==> config.mk <==
export PLATFORM = sky130hd
export DESIGN_NAME = demux_1_8_reg
export DESIGN_NICKNAME = d
export VERILOG_FILES = /design/src/rtl/demux_pkg.sv /design/src/rtl/demux_1_8_reg_sel_counter.sv /design/src/rtl/demux_1_8_reg.sv
export SDC_FILE = /design/constraint.sdc
export NUM_CORES = 1
export LEC_CHECK = 0
export ABC_AREA = 1
export CAP_MARGIN = 20
export CORE_MARGIN = 4
export CORE_UTILIZATION = 46
export DETAILED_ROUTE_END_ITERATION = 7
export HOLD_SLACK_MARGIN = 0.03
export PLACE_DENSITY = 0.75
export RECOVER_POWER = 50
export REMOVE_ABC_BUFFERS = 1
export SYNTH_ARGS = -nofsm -noshare
export SYNTH_HDL_FRONTEND = slang
export SYNTH_HIERARCHICAL = 1
export SYNTH_SLANG_ARGS = --single-unit
==> constraint.sdc <==
create_clock -name clk -period 1.4 [get_ports clk]
set_input_delay 0.14 -clock clk [delete_from_list [all_inputs] [get_ports clk]]
set_output_delay 0.14 -clock clk [all_outputs]
set_load 0.05 [all_outputs]
==> src/rtl/demux_pkg.sv <==
// demux_pkg: shared state encoding and default sizes for the registered
// 1-to-8 demultiplexer / serial-to-parallel capture block.
package demux_pkg;

    localparam int N_OUT_DEF = 8;
    localparam int SEL_W_DEF = 3;

    typedef enum logic [1:0] {
        ST_IDLE   = 2'd0,
        ST_SHIFT  = 2'd1,
        ST_PARITY = 2'd2,
        ST_HOLD   = 2'd3
    } state_t;

endpackage

==> src/rtl/demux_1_8_reg_sel_counter.sv <==
// sel_counter: modulo-N up counter with synchronous clear, count enable and a
// terminal-count flag. Provides the lane address during auto capture.
module sel_counter #(
    parameter int N = 8,
    parameter int W = 3
) (
    input  logic         clk,
    input  logic         rst,
    input  logic         clr,
    input  logic         en,
    output logic [W-1:0] cnt,
    output logic         tc
);

    localparam logic [W-1:0] LAST = W'(N - 1);

    logic [W-1:0] cnt_q;
    logic [W-1:0] cnt_d;

    assign cnt = cnt_q;
    assign tc  = (cnt_q == LAST);

    // Next count: clear wins over enable; wrap from N-1 back to 0.
    always_comb begin
        cnt_d = cnt_q;
        if (clr) begin
            cnt_d = '0;
        end else if (en) begin
            cnt_d = tc ? '0 : cnt_q + 1'b1;
        end
    end

    // Counter register with synchronous reset.
    always_ff @(posedge clk) begin
        if (rst) begin
            cnt_q <= '0;
        end else begin
            cnt_q <= cnt_d;
        end
    end

endmodule

==> src/rtl/demux_1_8_reg.sv <==
// demux_1_8_reg: registered 1-to-8 demultiplexer with manual addressed writes
// and counter-driven frame capture presented on a valid/ready handshake.
// Optional feature macro: DEMUX_PARITY_EN (adds an even-parity bit per frame).
module demux_1_8_reg
    import demux_pkg::*;
#(
    parameter int N_OUT = N_OUT_DEF,
    parameter int SEL_W = SEL_W_DEF
) (
    input  logic             clk,
    input  logic             rst,
    input  logic             d_in,
    input  logic             d_valid,
    output logic             d_ready,
    input  logic [SEL_W-1:0] select,
    input  logic             auto_mode,
    input  logic             start,
    output logic [N_OUT-1:0] y_out,
    output logic             frame_valid,
    input  logic             frame_ready,
    output logic [SEL_W-1:0] cur_sel,
    output logic             busy,
    output logic             par_err
);

    state_t             state_q;
    state_t             state_d;
    logic [N_OUT-1:0]   y_out_q;
    logic [N_OUT-1:0]   y_out_d;
    logic               cnt_clr;
    logic               cnt_en;
    logic               cnt_tc;
`ifdef DEMUX_PARITY_EN
    logic               par_err_q;
    logic               par_err_d;
`endif

    sel_counter #(
        .N (N_OUT),
        .W (SEL_W)
    ) u_sel_counter (
        .clk (clk),
        .rst (rst),
        .clr (cnt_clr),
        .en  (cnt_en),
        .cnt (cur_sel),
        .tc  (cnt_tc)
    );

    assign y_out       = y_out_q;
    assign frame_valid = (state_q == ST_HOLD);
    assign d_ready     = (state_q != ST_HOLD);
    assign busy        = (state_q != ST_IDLE);
`ifdef DEMUX_PARITY_EN
    assign par_err     = par_err_q;
`else
    assign par_err     = 1'b0;
`endif

    // Next-state, lane-write and counter-control decode.
    always_comb begin
        // NOTE: every signal gets a default here so no path leaves it unassigned (no latches).
        state_d   = state_q;
        y_out_d   = y_out_q;
        cnt_clr   = 1'b0;
        cnt_en    = 1'b0;
`ifdef DEMUX_PARITY_EN
        par_err_d = par_err_q;
`endif
        case (state_q)
            ST_IDLE: begin
                if (auto_mode) begin
                    // Data bits without a start are dropped; y_out is kept.
                    if (start) begin
                        state_d = ST_SHIFT;
                        cnt_clr = 1'b1;
`ifdef DEMUX_PARITY_EN
                        par_err_d = 1'b0;
`endif
                    end
                end else if (d_valid) begin
                    y_out_d[select] = d_in;
                end
            end
            ST_SHIFT: begin
                if (d_valid) begin
                    y_out_d[cur_sel] = d_in;
                    cnt_en           = 1'b1;
                    if (cnt_tc) begin
`ifdef DEMUX_PARITY_EN
                        state_d = ST_PARITY;
`else
                        state_d = ST_HOLD;
`endif
                    end
                end
            end
            ST_PARITY: begin
`ifdef DEMUX_PARITY_EN
                // Even parity: data XOR parity bit must be zero.
                if (d_valid) begin
                    par_err_d = (^y_out_q) ^ d_in;
                    state_d   = ST_HOLD;
                end
`else
                state_d = ST_IDLE;
`endif
            end
            ST_HOLD: begin
                if (frame_ready) begin
                    state_d = ST_IDLE;
                end
            end
            default: state_d = ST_IDLE;
        endcase
    end

    // State, lane and flag registers with synchronous reset.
    always_ff @(posedge clk) begin
        // NOTE: non-blocking assignments so every flop samples pre-edge values.
        if (rst) begin
            state_q   <= ST_IDLE;
            y_out_q   <= '0;
`ifdef DEMUX_PARITY_EN
            par_err_q <= 1'b0;
`endif
        end else begin
            state_q   <= state_d;
            y_out_q   <= y_out_d;
`ifdef DEMUX_PARITY_EN
            par_err_q <= par_err_d;
`endif
        end
    end

endmodule

# Word-level counts from Yosys, hierarchy flattened
# Index checks and enable logic that the tools add are counted.
totals:
  ff_bits: 13
  latchBits: 0
  mem_bits_rw: 0
  romBits: 0
  inputBits: 10
  out_inout_bits: 15
  wordCells: 50
  n_memories: 0
classes:
  add_sub_neg: 1
  n_mul: 0
  div_mod_pow: 0
  n_lt_le_gt_ge: 4
  eq_ne: 12
  shifts: 0
  mux: 22
  bitwise_logic: 0
  n_reduce_logical: 8
ops:
  columns: ["op", "n"]
  rows:
  - ["$mux W8", 3]
  - ["$bwmux W8", 2]
  - ["$pmux W8 S2", 1]
  - ["$ne A2 B2 Y1 const B", 6]
  - ["$mux W2", 5]
  - ["$lt A3 B4 Y1 const B", 2]
  - ["$pmux W2 S4", 1]
  - ["$mux W1", 7]
  - ["$demux W1 S3", 2]
  - ["$ge A3 B1 Y1 const B", 2]
  - ["$reduce_and A5 Y1", 1]
  - ["$eq A2 B2 Y1 const B", 2]
  - ["$ne A2 B1 Y1 const B", 2]
  - ["$reduce_and A4 Y1", 1]
  - ["$reduce_bool A2 Y1", 2]
  - ["$add A3 B1 Y3 const B", 1]
  - ["$eq A3 B3 Y1 const B", 1]
  - ["$mux W3", 1]
  - ["$eq A2 B1 Y1 const B", 1]
  - ["$logic_and A1 B1 Y1", 2]
  - ["$logic_not A2 Y1", 1]
  - ["$reduce_or A2 Y1", 1]

# Longest topological paths before layout
depth:
  ltp_word: 8
  mapped_depth: 8
  mapped_depth_nobuf: 8

# By module
# The synthesis kept the hierarchy.
by_module_without_submodules:
  columns: ["mod", "n_inst", "cells_per_inst", "area_per_inst_um2"]
  rows:
  - ["demux_1_8_reg", 1, 124, 714.4]
  - ["sel_counter", 1, 21, 153.9]

# Worst setup path after synthesis
# No wires, ideal clock.
synth_timing:
  path_type: "register -> register"
  start: "reg u_sel_counter.cnt_q[1], in the netlist u_sel_counter/cnt[1]"
  end: "reg u_sel_counter.cnt_q[2], in the netlist u_sel_counter/cnt[2]"
  setup_time_ns: 0.116
  arrival_time_ns: 1.366
  path_slack_ns: -0.083
  path_stages_with_launch: 7
  path_buffers: 0
  cell_sequence: "dfxtp_1 -> ha_1 -> ha_1 -> inv_1 -> nand2_1 -> nand2_1 -> nor2_1"
synth_between:
  elab_chain_cells: 2
  word_cells_on_any_way: 3
synth_lines:
  columns: ["item", "line_no", "rtl"]
  rows:
  - ["from (decl)", "demux_1_8_reg_sel_counter.sv:17", "logic [W-1:0] cnt_q;"]
  - ["from (signal assigned)", "demux_1_8_reg_sel_counter.sv:38", "cnt_q <= cnt_d;"]
  - ["$add A3 B1 Y3 / $eq A3 B3 Y1 (equally long branches)", "demux_1_8_reg_sel_counter.sv:29, demux_1_8_reg_sel_counter.sv:21", null]
  - ["$mux W3 (*)", "demux_1_8_reg_sel_counter.sv:29", "cnt_d = tc ? '0 : cnt_q + 1'b1;"]
# Every way passes the cells marked *; elsewhere a longest branch is shown, timed or not.
# A chain may end at the register's enable or synchronous reset.

# Worst setup path in the final report
layout_timing:
  start: "reg u_sel_counter.cnt_q[2], in the netlist u_sel_counter/cnt[2]"
  end: "out cur_sel[2]"
layout_rtl:
  columns: ["item", "line_no", "rtl"]
  rows:
  - ["to (decl)", "demux_1_8_reg.sv:21", "output logic [SEL_W-1:0] cur_sel,"]
# No word-level cell between the ends.

==> metrics.yaml <==
min_period_ns: 1.27
dieArea_um2: 2650
path_clk_slew_ns: 0.08
post_drt_via_cell_ratio: 4.56
ant_nets: 0
finClkSkew_ns: 0.00382
finalHoldViolations: 0
grt_antenna_before_repair: 0
clock_sinks: 13
syn_avg_cell_area_um2: 5.99
worstMarginPinSlew_ns: 0.603
vias: 907
cts_tree: "done"
wire_per_inst_um: 9.84
peakVddDrop_uv: 700
dpl_cell_area_um2: 1180
die_h_um: 51.4
required_ns: 1.26
ys_ff_latch: 13
num_io_pins: 25
r2r_setup_slack_ns: 0.23
min_path_type: "input pin to register"
slew_headroom_pct: 60.0
synthFlopType: "dfxtp_1"
synth_warnings: 6
post-cts-setup-buffers: 0
rsz0062_at_grt: "false"
grt_usage_pct: 16.8
synth_area_um2: 868
drive_above_1_share_pct: 13.2
post-route-drc-count: 0
worstPathArrival_ns: 1.13
synthArstFlopShare_pct: 0
die_w_um: 51.4
final-setup-viol-count: 0
dr.pass1.iters: 4
fin_crit_sh_pct: 91.0
area_growth_pct: 31.6
yosysSeqAreaShare_pct: 30.0
slowest_stage: "dfxtp_1"
grt_remaining_overflow: 0
ctsLongestPathBuffers: 2
critPathLaunchType: "register"
power_mw: 0.927
clk_latency_ns: 0.28
start_util_pct: 49.2
crit_path_end_kind: "output port"
antennaDiodeCount: 0
hpwl_um: 1500
path_class: "register to output port"
grt_pass1_vias: 827
fin_tns_setup_ns: 0
cts-htree-levels: 1
status: "finished clean"
synth_cells: 145
drt_iter0_markers: 48
critical_path.cell_chain: "clkbuf_2"
core_um2: 1760
max_freq_ghz: 0.785
cts_root_buf: "clkbuf_4"
grt_start_max_net_pins: 11
worst-path-buf-inv: 1
ctsHoldBuffers: 0
crit_family: "flip-flops"
power_density_nw_per_um2: 811
cp_slowest_stage_delay_ns: 0.51
fin_area_um2: 1140
rows: 15
nNetsFinal: 187
leakage_nw: 0.587
cp_max_fo: 9
final_max_slew_viol_count: 0
wirelength_um: 1960
gp_congestion: 0.804
synth_cell_types: 17
post_cts_resized: 0
grt_first_pass_wirelength_um: 3430
max-cap-violations: 0
cts_buffers: 3
numPortBuffers: 23
synth_edf_count: 0
worst paths after layout:
kind,start,end,depth (start not counted)
max,u_sel_counter/cnt[2]$_SDFFE_PP0P_,cur_sel[2],1
min,start,state_q[0]$_SDFFE_PP0P_,3
max reg2reg,u_sel_counter/cnt[0]$_SDFFE_PP0P_,state_q[1]$_SDFFE_PP0P_,4
min reg2reg,u_sel_counter/cnt[1]$_SDFFE_PP0P_,u_sel_counter/cnt[1]$_SDFFE_PP0P_,2
logic make-up (layout without fill, tap and decap cells):
group	after synthesis	in the layout	share of synthesized area, %
other	1	1	0.432
and+or+nand+nor	98	98	51.9
adders and majority gates	2	2	2.88
DFF	13	13	30.0
buffers and inverters	28	57	12.5
AOI/OAI and AO/OA	3	3	2.30
through the flow:
| step | hold slack [ns] | cells | util [%] | setup slack [ns] |
|---|---|---|---|---|
| 2_1_floorplan | 0.218 | 144 | - | -0.0826 |
| 3_3_place_gp | 0.496 | 195 | 67.2 | 0.0632 |
| 3_5_place_dp | 0.500 | 195 | 67.2 | 0.0429 |
| 4_1_cts | 0.459 | 199 | 68.7 | 0.128 |
| 5_1_grt | 0.477 | 199 | 64.8 | 0.0438 |
| 6_report | 0.465 | 199 | 64.8 | 0.127 |
cells in the mapped netlist (2+ instances only):
cell type,count,area share (%)
nand2_1,44,19
nor2_1,26,11
inv_1,25,11
nand3_1,17,9.8
dfxtp_1,13,30
nand3_2,4,4.6
a211oi_1,2,1.7
ha_1,2,2.9
inv_2,2,0.86
nand2_2,2,1.4
nand4_1,2,1.4
where the power goes:
part / internal [mW] / switching [mW] / total (mW)
sequential: 0.388 / 0.0161 / 0.404
combinational: 0.0946 / 0.186 / 0.281
clock: 0.110 / 0.131 / 0.242
cell type report:
class	instances	area [um^2]
multi-input combinational	104	499
fill	176	622
sequential	13	260
tap	25	31.3
inverter	27	101
timing repair buffer	26	224
clock buffer	4	26.3
cell usage in the layout, fill, tap and decap left out:
cell / instances
nand4_1: 2
nand2_2: 2
nor2_8: 1
clkbuf_2: 4
nand3_1: 17
a21oi_1: 1
clkbuf_1: 8
nor2_1: 26
clkbuf_4: 3
nand3_2: 4
conb_1: 1
nor2_4: 1
clkdlybuf4s50_1: 9
buf_4: 2
nor2_2: 1
inv_1: 25
nand2_1: 44
inv_2: 2
buf_12: 3
a211oi_1: 2
dlymetal6s2s_1: 1
dfxtp_1: 13
ha_1: 2
worst reg2reg max path: stages (launching register included):
cell	delay (ns)
dfxtp_1	0.44
ha_1	0.19
ha_1	0.16
nand3_1	0.08
a211oi_1	0.21
routing by layer:
metal	GRT usage, %	wire length, um	vias up
met2	26.5	892	17
met3	4.37	90	2
li1	-	-	497
met4	5.24	18	0
met1	22.3	956	391
met5	0	0	-
state kept, by name, summed over array words and instances (netlist names):
register and flops:
u_sel_counter/cnt 3, state_q 2, y_out 8
Note: power is estimated with default switching activity, not from simulation.
